===== src/rtl/lsu_mem_master.sv =====
// rtl/lsu_mem_master.sv - RV32I load/store initiator for a word-organised data memory
// Byte/halfword/word accesses become word accesses; sub-word stores use read-modify-write.
module lsu_mem_master #(
    parameter int MEM_WORDS = 64
) (
    input  logic        clk,
    input  logic        rst_n,
    input  logic        req_valid,
    output logic        req_ready,
    input  logic        req_store,
    input  logic [2:0]  req_funct3,
    input  logic [31:0] req_addr,
    input  logic [31:0] req_wdata,
    output logic        rsp_valid,
    output logic [31:0] rsp_rdata,
    output logic        rsp_err,
    output logic        mem_WE,
    output logic [31:0] mem_A,
    output logic [31:0] mem_WD,
    input  logic [31:0] mem_RD
);

    localparam logic [31:0] ADDR_LIMIT = 32'(4 * MEM_WORDS);

    typedef enum logic [2:0] {
        IDLE,
        LOAD,
        RMW_RD,
        WRITE,
        DONE
    } state_t;

    state_t      state_q, state_d;
    logic [2:0]  funct3_q, funct3_d;
    logic [1:0]  addr_lo_q, addr_lo_d;
    logic [31:0] wdata_q, wdata_d;
    logic        err_q, err_d;
    logic [31:0] word_q, word_d;
    logic [31:0] rdata_q, rdata_d;
    logic [31:0] mem_a_q, mem_a_d;

    logic        req_err;
    logic        fn_ok;
    logic [7:0]  sel_byte;
    logic [15:0] sel_half;
    logic [31:0] load_val;
    logic [31:0] merge_wd;

    // Request legality: funct3 must be a real RV32I load/store, aligned to its size and in range.
    always_comb begin
        fn_ok = 1'b0;
        case ({req_store, req_funct3})
            4'b0_000, 4'b0_001, 4'b0_010, 4'b0_100, 4'b0_101,
            4'b1_000, 4'b1_001, 4'b1_010: fn_ok = 1'b1;
            default:                      fn_ok = 1'b0;
        endcase
        req_err = !fn_ok
                || ((req_funct3[1:0] == 2'b01) && req_addr[0])
                || ((req_funct3[1:0] == 2'b10) && (req_addr[1:0] != 2'b00))
                || (req_addr >= ADDR_LIMIT);
    end

    always_comb begin
        sel_byte = 8'h00;
        case (addr_lo_q)
            2'd0:    sel_byte = mem_RD[7:0];
            2'd1:    sel_byte = mem_RD[15:8];
            2'd2:    sel_byte = mem_RD[23:16];
            default: sel_byte = mem_RD[31:24];
        endcase
        sel_half = addr_lo_q[1] ? mem_RD[31:16] : mem_RD[15:0];
        load_val = mem_RD;
        case (funct3_q)
            3'b000:  load_val = {{24{sel_byte[7]}}, sel_byte};
            3'b001:  load_val = {{16{sel_half[15]}}, sel_half};
            3'b100:  load_val = {24'h000000, sel_byte};
            3'b101:  load_val = {16'h0000, sel_half};
            default: load_val = mem_RD;
        endcase
    end

    // Write data: full word for SW, otherwise the captured word with one lane replaced.
    always_comb begin
        merge_wd = wdata_q;
        case (funct3_q[1:0])
            2'b00: begin
                merge_wd = word_q;
                case (addr_lo_q)
                    2'd0:    merge_wd[7:0]   = wdata_q[7:0];
                    2'd1:    merge_wd[15:8]  = wdata_q[7:0];
                    2'd2:    merge_wd[23:16] = wdata_q[7:0];
                    default: merge_wd[31:24] = wdata_q[7:0];
                endcase
            end
            2'b01:   merge_wd = addr_lo_q[1] ? {wdata_q[15:0], word_q[15:0]}
                                             : {word_q[31:16], wdata_q[15:0]};
            default: merge_wd = wdata_q;
        endcase
    end

    always_comb begin
        state_d   = state_q;
        funct3_d  = funct3_q;
        addr_lo_d = addr_lo_q;
        wdata_d   = wdata_q;
        err_d     = err_q;
        word_d    = word_q;
        rdata_d   = rdata_q;
        mem_a_d   = mem_a_q;
        case (state_q)
            IDLE: begin
                if (req_valid) begin
                    funct3_d  = req_funct3;
                    addr_lo_d = req_addr[1:0];
                    wdata_d   = req_wdata;
                    err_d     = req_err;
                    rdata_d   = 32'h0;
                    if (req_err) begin
                        state_d = DONE;
                    end else begin
                        mem_a_d = {req_addr[31:2], 2'b00};
                        if (!req_store)                 state_d = LOAD;
                        else if (req_funct3 == 3'b010)  state_d = WRITE;
                        else                            state_d = RMW_RD;
                    end
                end
            end
            LOAD: begin
                rdata_d = load_val;
                state_d = DONE;
            end
            RMW_RD: begin
                word_d  = mem_RD;
                state_d = WRITE;
            end
            WRITE:   state_d = DONE;
            DONE:    state_d = IDLE;
            default: state_d = IDLE;
        endcase
    end

    always_ff @(posedge clk or negedge rst_n) begin
        if (!rst_n) begin
            state_q   <= IDLE;
            funct3_q  <= 3'b000;
            addr_lo_q <= 2'b00;
            wdata_q   <= 32'h0;
            err_q     <= 1'b0;
            word_q    <= 32'h0;
            rdata_q   <= 32'h0;
            mem_a_q   <= 32'h0;
        end else begin
            state_q   <= state_d;
            funct3_q  <= funct3_d;
            addr_lo_q <= addr_lo_d;
            wdata_q   <= wdata_d;
            err_q     <= err_d;
            word_q    <= word_d;
            rdata_q   <= rdata_d;
            mem_a_q   <= mem_a_d;
        end
    end

    // Outputs decode straight from the state register so reset kills a write immediately.
    assign req_ready = (state_q == IDLE);
    assign rsp_valid = (state_q == DONE);
    assign rsp_err   = (state_q == DONE) && err_q;
    assign rsp_rdata = rdata_q;
    assign mem_WE    = (state_q == WRITE);
    assign mem_A     = mem_a_q;
    assign mem_WD    = (state_q == WRITE) ? merge_wd : 32'h0;

endmodule


===== config.mk =====
export PLATFORM = sky130hd
export DESIGN_NAME = lsu_mem_master
export DESIGN_NICKNAME = d
export VERILOG_FILES = /design/src/rtl/lsu_mem_master.sv
export SDC_FILE = /design/constraint.sdc
export NUM_CORES = 1
export LEC_CHECK = 0
export ABC_AREA = 1
export CAP_MARGIN = 40
export CORE_ASPECT_RATIO = 0.6
export CORE_MARGIN = 2
export CORE_UTILIZATION = 44
export CTS_BUF_LIST = sky130_fd_sc_hd__clkbuf_4 sky130_fd_sc_hd__clkbuf_8
export CTS_CLUSTER_SIZE = 12
export DETAILED_ROUTE_END_ITERATION = 8
export PLACE_DENSITY = 0.78
export REMOVE_ABC_BUFFERS = 1
export SYNTH_ARGS = -nofsm -noshare
export SYNTH_HDL_FRONTEND = slang
export SYNTH_SLANG_ARGS = --single-unit

===== constraint.sdc =====
create_clock -name clk -period 1.4 [get_ports clk]
set_clock_uncertainty 0.15 [all_clocks]
set_input_delay 0.14 -clock clk [delete_from_list [all_inputs] [get_ports clk]]
set_output_delay 0.14 -clock clk [all_outputs]
set_load 0.03 [all_outputs]

# After elaboration in Yosys (flattened, before gate mapping)
# Memory sizes are Yosys's and may differ from the RTL's.
# Index checks and enable logic that the tools add are counted.
# totals
rom_bits,16
mem_count,1
word_cells,60
reg_bits,135
output_inout_bits,100
# mem_list
memory,words,width,rd,rd_clocked_by_memory_dff,wr,line_no,rtl
(name not given),16,1,1,0,0,52,"case ({req_store, req_funct3})"
# classes
eq_ne,14
n_reduce_logical,18
mux,17
n_lt_le_gt_ge,1
n_bitwise,1
# ops
op,n
one-hot mux 32 bit (2 select lines),2
one-hot mux 32 bit (4 select lines),1
2-to-1 mux 32 bit,3
">= comparator 32 x 9 -> 1 bit, second input constant",1
2-to-1 mux 8 bit,4
one-hot mux 8 bit (3 select lines),1
2-to-1 mux 16 bit,1
"equality test 3 x 2 -> 1 bit, second input constant",3
"equality test 3 bit, second input constant",3
one-hot mux 3 bit (3 select lines),1
"equality test 2 x 1 -> 1 bit, second input constant",3
"equality test 3 x 1 -> 1 bit, second input constant",2
zero test 3 bit,2
2-to-1 mux 3 bit,2
"equality test 2 bit, second input constant",2
zero test 2 bit,2
AND reduction 2 bit,2
nonzero test 2 bit,2
logical AND 1 bit,3
logical OR 1 bit,3
AND reduction 3 bit,1
OR reduction 3 bit,1
2-to-1 mux 2 bit,1
"!= test 2 bit, second input constant",1
4 further kinds,4

# Depth between registers and ports, before layout
# logic_depth
word_depth,8
mapped_depth,10
ltp_nobuf,9

# Worst setup path after synthesis
# No wires, ideal clock.
# synth_timing
kind,flip-flop to output port
startpoint,reg funct3_q[0]
endpoint,out mem_WD[2]
arrival_time_ns,1.695
stages_incl_launch_ff,6
slack_ns,-0.585
t_required_ns,1.110
cell_sequence,dfrtp_1 -> inv_2 -> nand2_1 -> a21oi_2 -> inv_2 -> a211oi_1
# synth_via
elab_chain_len,3
word_cells_on_any_way,4
classes_between,eq/ne: 1; mux: 2; reduce/logical: 1
# synth_rtl
item,line_no,rtl
"start, declared",34,"logic [2:0] funct3_q, funct3_d;"
"start signal, assigned",154,funct3_q <= funct3_d;
equality test 2 x 1 -> 1 bit / zero test 2 bit (equally long branches),85,case (funct3_q[1:0])
one-hot mux 32 bit (2 select lines) (*),85,
2-to-1 mux 32 bit (*),171,assign mem_WD = (state_q == WRITE) ? merge_wd : 32'h0;
"end, declared",19,"output logic [31:0] mem_WD,"
# Every way passes the cells marked *; elsewhere a longest branch is shown, timed or not.

# Final worst setup path
# layout_timing
startpoint,reg addr_lo_q[1]
endpoint,out mem_WD[11]
# layout_via
elab_chain_len,4
word_cells_on_any_way,5
classes_between,eq/ne: 1; mux: 4
# layout_rtl
item,line_no,rtl
"start, declared",35,"logic [1:0] addr_lo_q, addr_lo_d;"
"start signal, assigned",155,addr_lo_q <= addr_lo_d;
equality test 2 x 1 -> 1 bit,88,case (addr_lo_q)
2-to-1 mux 8 bit,88,
one-hot mux 32 bit (2 select lines) (*),85,
2-to-1 mux 32 bit (*),171,
# Marks and branches as above.

==> impl_metrics.sql <==
INSERT INTO impl_metrics (metric_group, metric, value, unit) VALUES
('run_status', 'outcome', 'finished, violations left', ''),
('clocking', 'cts_made_buffers', '17', ''),
('sta', 'final-setup-viol-count', '172', ''),
('min_path', 'min_path_type', 'in -> reg', ''),
('drt', 'drc', '0', ''),
('yosys', 'post-synth-top-area-cell', 'sky130_fd_sc_hd__dfrtp_1', ''),
('setup_path', 'worstPathRequired', '1110', 'ps'),
('sta', 'max_clock_freq', '0.394', 'GHz'),
('global_routing', 'initial_antenna_violation_count', '0', ''),
('global_routing', 'overflow', '0', ''),
('setup_path', 'startpoint_type', 'register', ''),
('clocking', 'clockBufferDepth', '2', ''),
('yosys', 'synth-warning-count', '0', ''),
('place', 'dpl_cell_area', '0.00997', 'mm2'),
('global_routing', 'grtUsageTotal', '31.3', '%'),
('sta', 'setup_repair_after_global_routing_missed_its_margin', 'true', ''),
('global_routing', 'pin_count_of_the_biggest_net_entering_global_routing', '42', ''),
('floorplan', 'boundaryPins', '203', ''),
('cells_and_area', 'non_filler_instance_count_after_layout', '1464', ''),
('run_status', 'violated_checks', 'negative setup slack', ''),
('sta', 'worst-slew-pin-transition', '571', 'ps'),
('place', 'place.detailed.instances', '1348', ''),
('floorplan', 'floorplan.rows', '35', ''),
('place', 'dp_slack', '-550', 'ps'),
('clocking', 'cts_root_buf', 'sky130_fd_sc_hd__clkbuf_8', ''),
('yosys', 'synth.avg_cell_area', '7.59', 'um2'),
('cells_and_area', 'finalInstanceArea', '0.0126', 'mm2'),
('yosys', 'post_synth_most_frequent_cells', 'sky130_fd_sc_hd__nand2_1 (338), sky130_fd_sc_hd__dfrtp_1 (135), sky130_fd_sc_hd__inv_1 (83)', ''),
('clocking', 'clk_transition_reported_paths', '90', 'ps'),
('place', 'gp_routability_congestion', '0.952', ''),
('drt', 'drt-wirelength-per-cell', '24.4', 'um'),
('cells_and_area', 'insertedDiodeCount', '0', ''),
('yosys', 'synth_cell_type_count', '38', ''),
('clocking', 'clock_sinks', '135', ''),
('yosys', 'synth_async_sr_flop_share', '100', '%'),
('power', 'finalPower', '0.0206', 'W'),
('drt', 'detail_route.iter0.violations', '1312', ''),
('setup_path', 'cp_max_fo', '7', ''),
('drt', 'via_per_inst', '6.13', ''),
('floorplan', 'core_area', '0.0152', 'mm2'),
('yosys', 'synth_enable_flop_cells', '0', ''),
('place', 'dp_hpwl', '16900', 'um'),
('run', 'cap_viol_max_count', '0', ''),
('yosys', 'post-synth-top-area-fraction', '49.8', '%'),
('clocking', 'cts_tree', 'yes', ''),
('yosys', 'seq_area_frac_synth', '49.8', '%'),
('place', 'buffer_ports.inserted', '200', ''),
('sta', 'timing.slew.headroom', '62.0', '%'),
('power', 'ir_worst_vdd', '0.920', 'mV'),
('yosys', 'post_synthesis_cell_area', '0.00679', 'mm2'),
('floorplan', 'die_height', '100', 'um'),
('drt', 'route.antenna.remaining_nets', '0', ''),
('cells_and_area', 'layout-drive-gt1-share', '44.5', '%'),
('drt', 'drt_pre_antenna_iters', '6', ''),
('yosys', 'synthCells', '894', ''),
('sta', 'timing_max_transition_violations_final', '0', ''),
('cells_and_area', 'final_net_count', '1351', ''),
('floorplan', 'dieArea', '0.0165', 'mm2'),
('yosys', 'synthesized_flop_and_latch_total', '135', ''),
('global_routing', 'grt_pass1_wl', '39300', 'um'),
('clocking', 'cts_htree_levels', '4', ''),
('setup_path', 'arrival_time_of_data_at_the_critical_path_endpoint', '2250', 'ps'),
('drt', 'num_vias', '8975', ''),
('clocking', 'insertion_delay', '470', 'ps'),
('power', 'p_leak', '6.17', 'nW'),
('yosys', 'post_synth_main_area_contributors', 'sky130_fd_sc_hd__dfrtp_1 (50%), sky130_fd_sc_hd__nand2_1 (19%), sky130_fd_sc_hd__o21ai_0 (5.2%)', ''),
('yosys', 'synthFlopType', 'sky130_fd_sc_hd__dfrtp_1', ''),
('sta', 'finalWorstPathRequiredPeriod', '2540', 'ps'),
('floorplan', 'initial_utilization', '44.7', '%'),
('cells_and_area', 'area_growth', '85.1', '%'),
('sta', 'final_min_period_over_clock_period', '182', '%'),
('cells_and_area', 'fill_cells', '708', ''),
('setup_path', 'criticalPathCategory', 'reg -> out', ''),
('global_routing', 'grt_pass1_vias', '7551', ''),
('sta', 'final_hold_viol_count', '0', ''),
('setup_path', 'endpoint_kind', 'primary output', ''),
('sta', 'fin_ws', '-1140', 'ps'),
('power', 'pwr_density_cell', '1640', 'mW/mm2'),
('floorplan', 'die_width', '164', 'um'),
('drt', 'postRouteWirelength', '35800', 'um'),
('yosys', 'yosysMostFrequentCell', 'sky130_fd_sc_hd__nand2_1', '');
[path summary, 6_finish.rpt]
kind,slack [ps],cells after the start,to,start
worst min register to register,340,2,rsp_rdata[0],rsp_rdata[0]
worst max register to register,-630,12,rsp_rdata[15],addr_lo_q[0]
worst max-delay path,-1140,9,mem_WD[11],addr_lo_q[1]
min in group asynchronous,510,3,rsp_rdata[28],rst_n
worst min-delay path,60,3,mem_A[4],req_addr[4]
max in group asynchronous,140,4,mem_A[22],rst_n
[power by group]
group | internal, W | switching (W)
sequential | 0.00455 | 0.00103
combinational | 0.00504 | 0.00662
clock | 0.00147 | 0.00188
total | 0.0111 | 0.00952
[routing by layer]
layer  vias up  track usage (%)  wire [um]  part of all wire, %
met2       930             48.9      15400                   43
met5         -                0          0                    0
met4         0             9.45       2760                  7.7
met3       302             9.63       5100                   14
met1      4200             42.3      12600                   35
li1       3543                -          -                    -
[critical path, cell delays in order (launching register included)]
cell	delay, ps
sky130_fd_sc_hd__dfrtp_1	440
sky130_fd_sc_hd__buf_6	160
sky130_fd_sc_hd__inv_8	100
sky130_fd_sc_hd__nand2_8	90
sky130_fd_sc_hd__inv_8	80
sky130_fd_sc_hd__nor2_1	50
sky130_fd_sc_hd__nor2_1	120
sky130_fd_sc_hd__o21ai_1	100
sky130_fd_sc_hd__a31oi_1	310
sky130_fd_sc_hd__bufbuf_16	330
[logic make-up (layout without fill, tap and decap cells)]
family	after synthesis	after routing	share of synthesized area (%)
other cells	1	2	0.0552
buf+inv	137	500	8.51
flops	135	135	49.8
compound gates	174	174	14.3
mux	7	7	1.16
simple gates	440	443	26.2
[metrics by stage]
stage          util [%]  hold slack, ps  setup TNS (ps)
2_1_floorplan         -            -306         -114670
3_3_place_gp       65.6           -93.2          -39920
3_5_place_dp       65.6           -95.9          -44970
4_1_cts            72.0            46.9          -65300
5_1_grt            82.7            72.2          -87980
6_report           82.7            60.9          -82630
[cells in the final DEF (no fill, tap or decap), types with 6 or more instances in the layout]
| master | n |
|---|---|
| sky130_fd_sc_hd__a31oi_1 | 6 |
| sky130_fd_sc_hd__o21ai_1 | 37 |
| sky130_fd_sc_hd__nor2_4 | 21 |
| sky130_fd_sc_hd__buf_8 | 9 |
| sky130_fd_sc_hd__nor2_2 | 13 |
| sky130_fd_sc_hd__clkbuf_16 | 12 |
| sky130_fd_sc_hd__buf_6 | 61 |
| sky130_fd_sc_hd__inv_1 | 70 |
| sky130_fd_sc_hd__buf_2 | 50 |
| sky130_fd_sc_hd__clkbuf_8 | 17 |
| sky130_fd_sc_hd__o21ai_2 | 28 |
| sky130_fd_sc_hd__o21ai_0 | 11 |
| sky130_fd_sc_hd__inv_6 | 10 |
| sky130_fd_sc_hd__nand2_4 | 32 |
| sky130_fd_sc_hd__o211ai_1 | 16 |
| sky130_fd_sc_hd__nand2_8 | 6 |
| sky130_fd_sc_hd__mux2_2 | 6 |
| sky130_fd_sc_hd__clkdlybuf4s50_1 | 101 |
| sky130_fd_sc_hd__dfrtp_1 | 133 |
| sky130_fd_sc_hd__buf_12 | 56 |
| sky130_fd_sc_hd__nand2_1 | 230 |
| sky130_fd_sc_hd__inv_2 | 16 |
| sky130_fd_sc_hd__nand2_2 | 79 |
| sky130_fd_sc_hd__a21oi_1 | 36 |
| sky130_fd_sc_hd__o2111ai_2 | 6 |
| sky130_fd_sc_hd__a21oi_2 | 14 |
| sky130_fd_sc_hd__buf_4 | 78 |
| sky130_fd_sc_hd__nor2_1 | 45 |
[what timing repair did]
item                                    in CTS  in global routing
gates resized for setup                    415                329
endpoints found under the hold margin      135                  0
pin swaps                                   29                 73
buffers inserted                            28                 45
endpoints found under the setup margin     209                277
cloned                                       7                 18
hold buffers                                 2                  0
[layout make-up]
class	instances	area, um2	share of cell area (%)
clock buffer	18	241	1.92
clock inverter	14	138	1.10
inverter	94	399	3.18
multi-input combinational	626	3910	31.1
sequential	135	3380	26.9
tap	203	254	2.02
timing repair buffer	373	4230	33.6
timing repair inverter	1	16.3	0.129
[sequential cells by signal, indices dropped and copies added, names as in the netlist]
signal / cells
mem_A: 30
rsp_rdata: 32
state_q: 3
funct3_q: 3
err_q: 1
addr_lo_q: 2
word_q: 32
wdata_q: 32
Power figures use the tool's default switching activity.
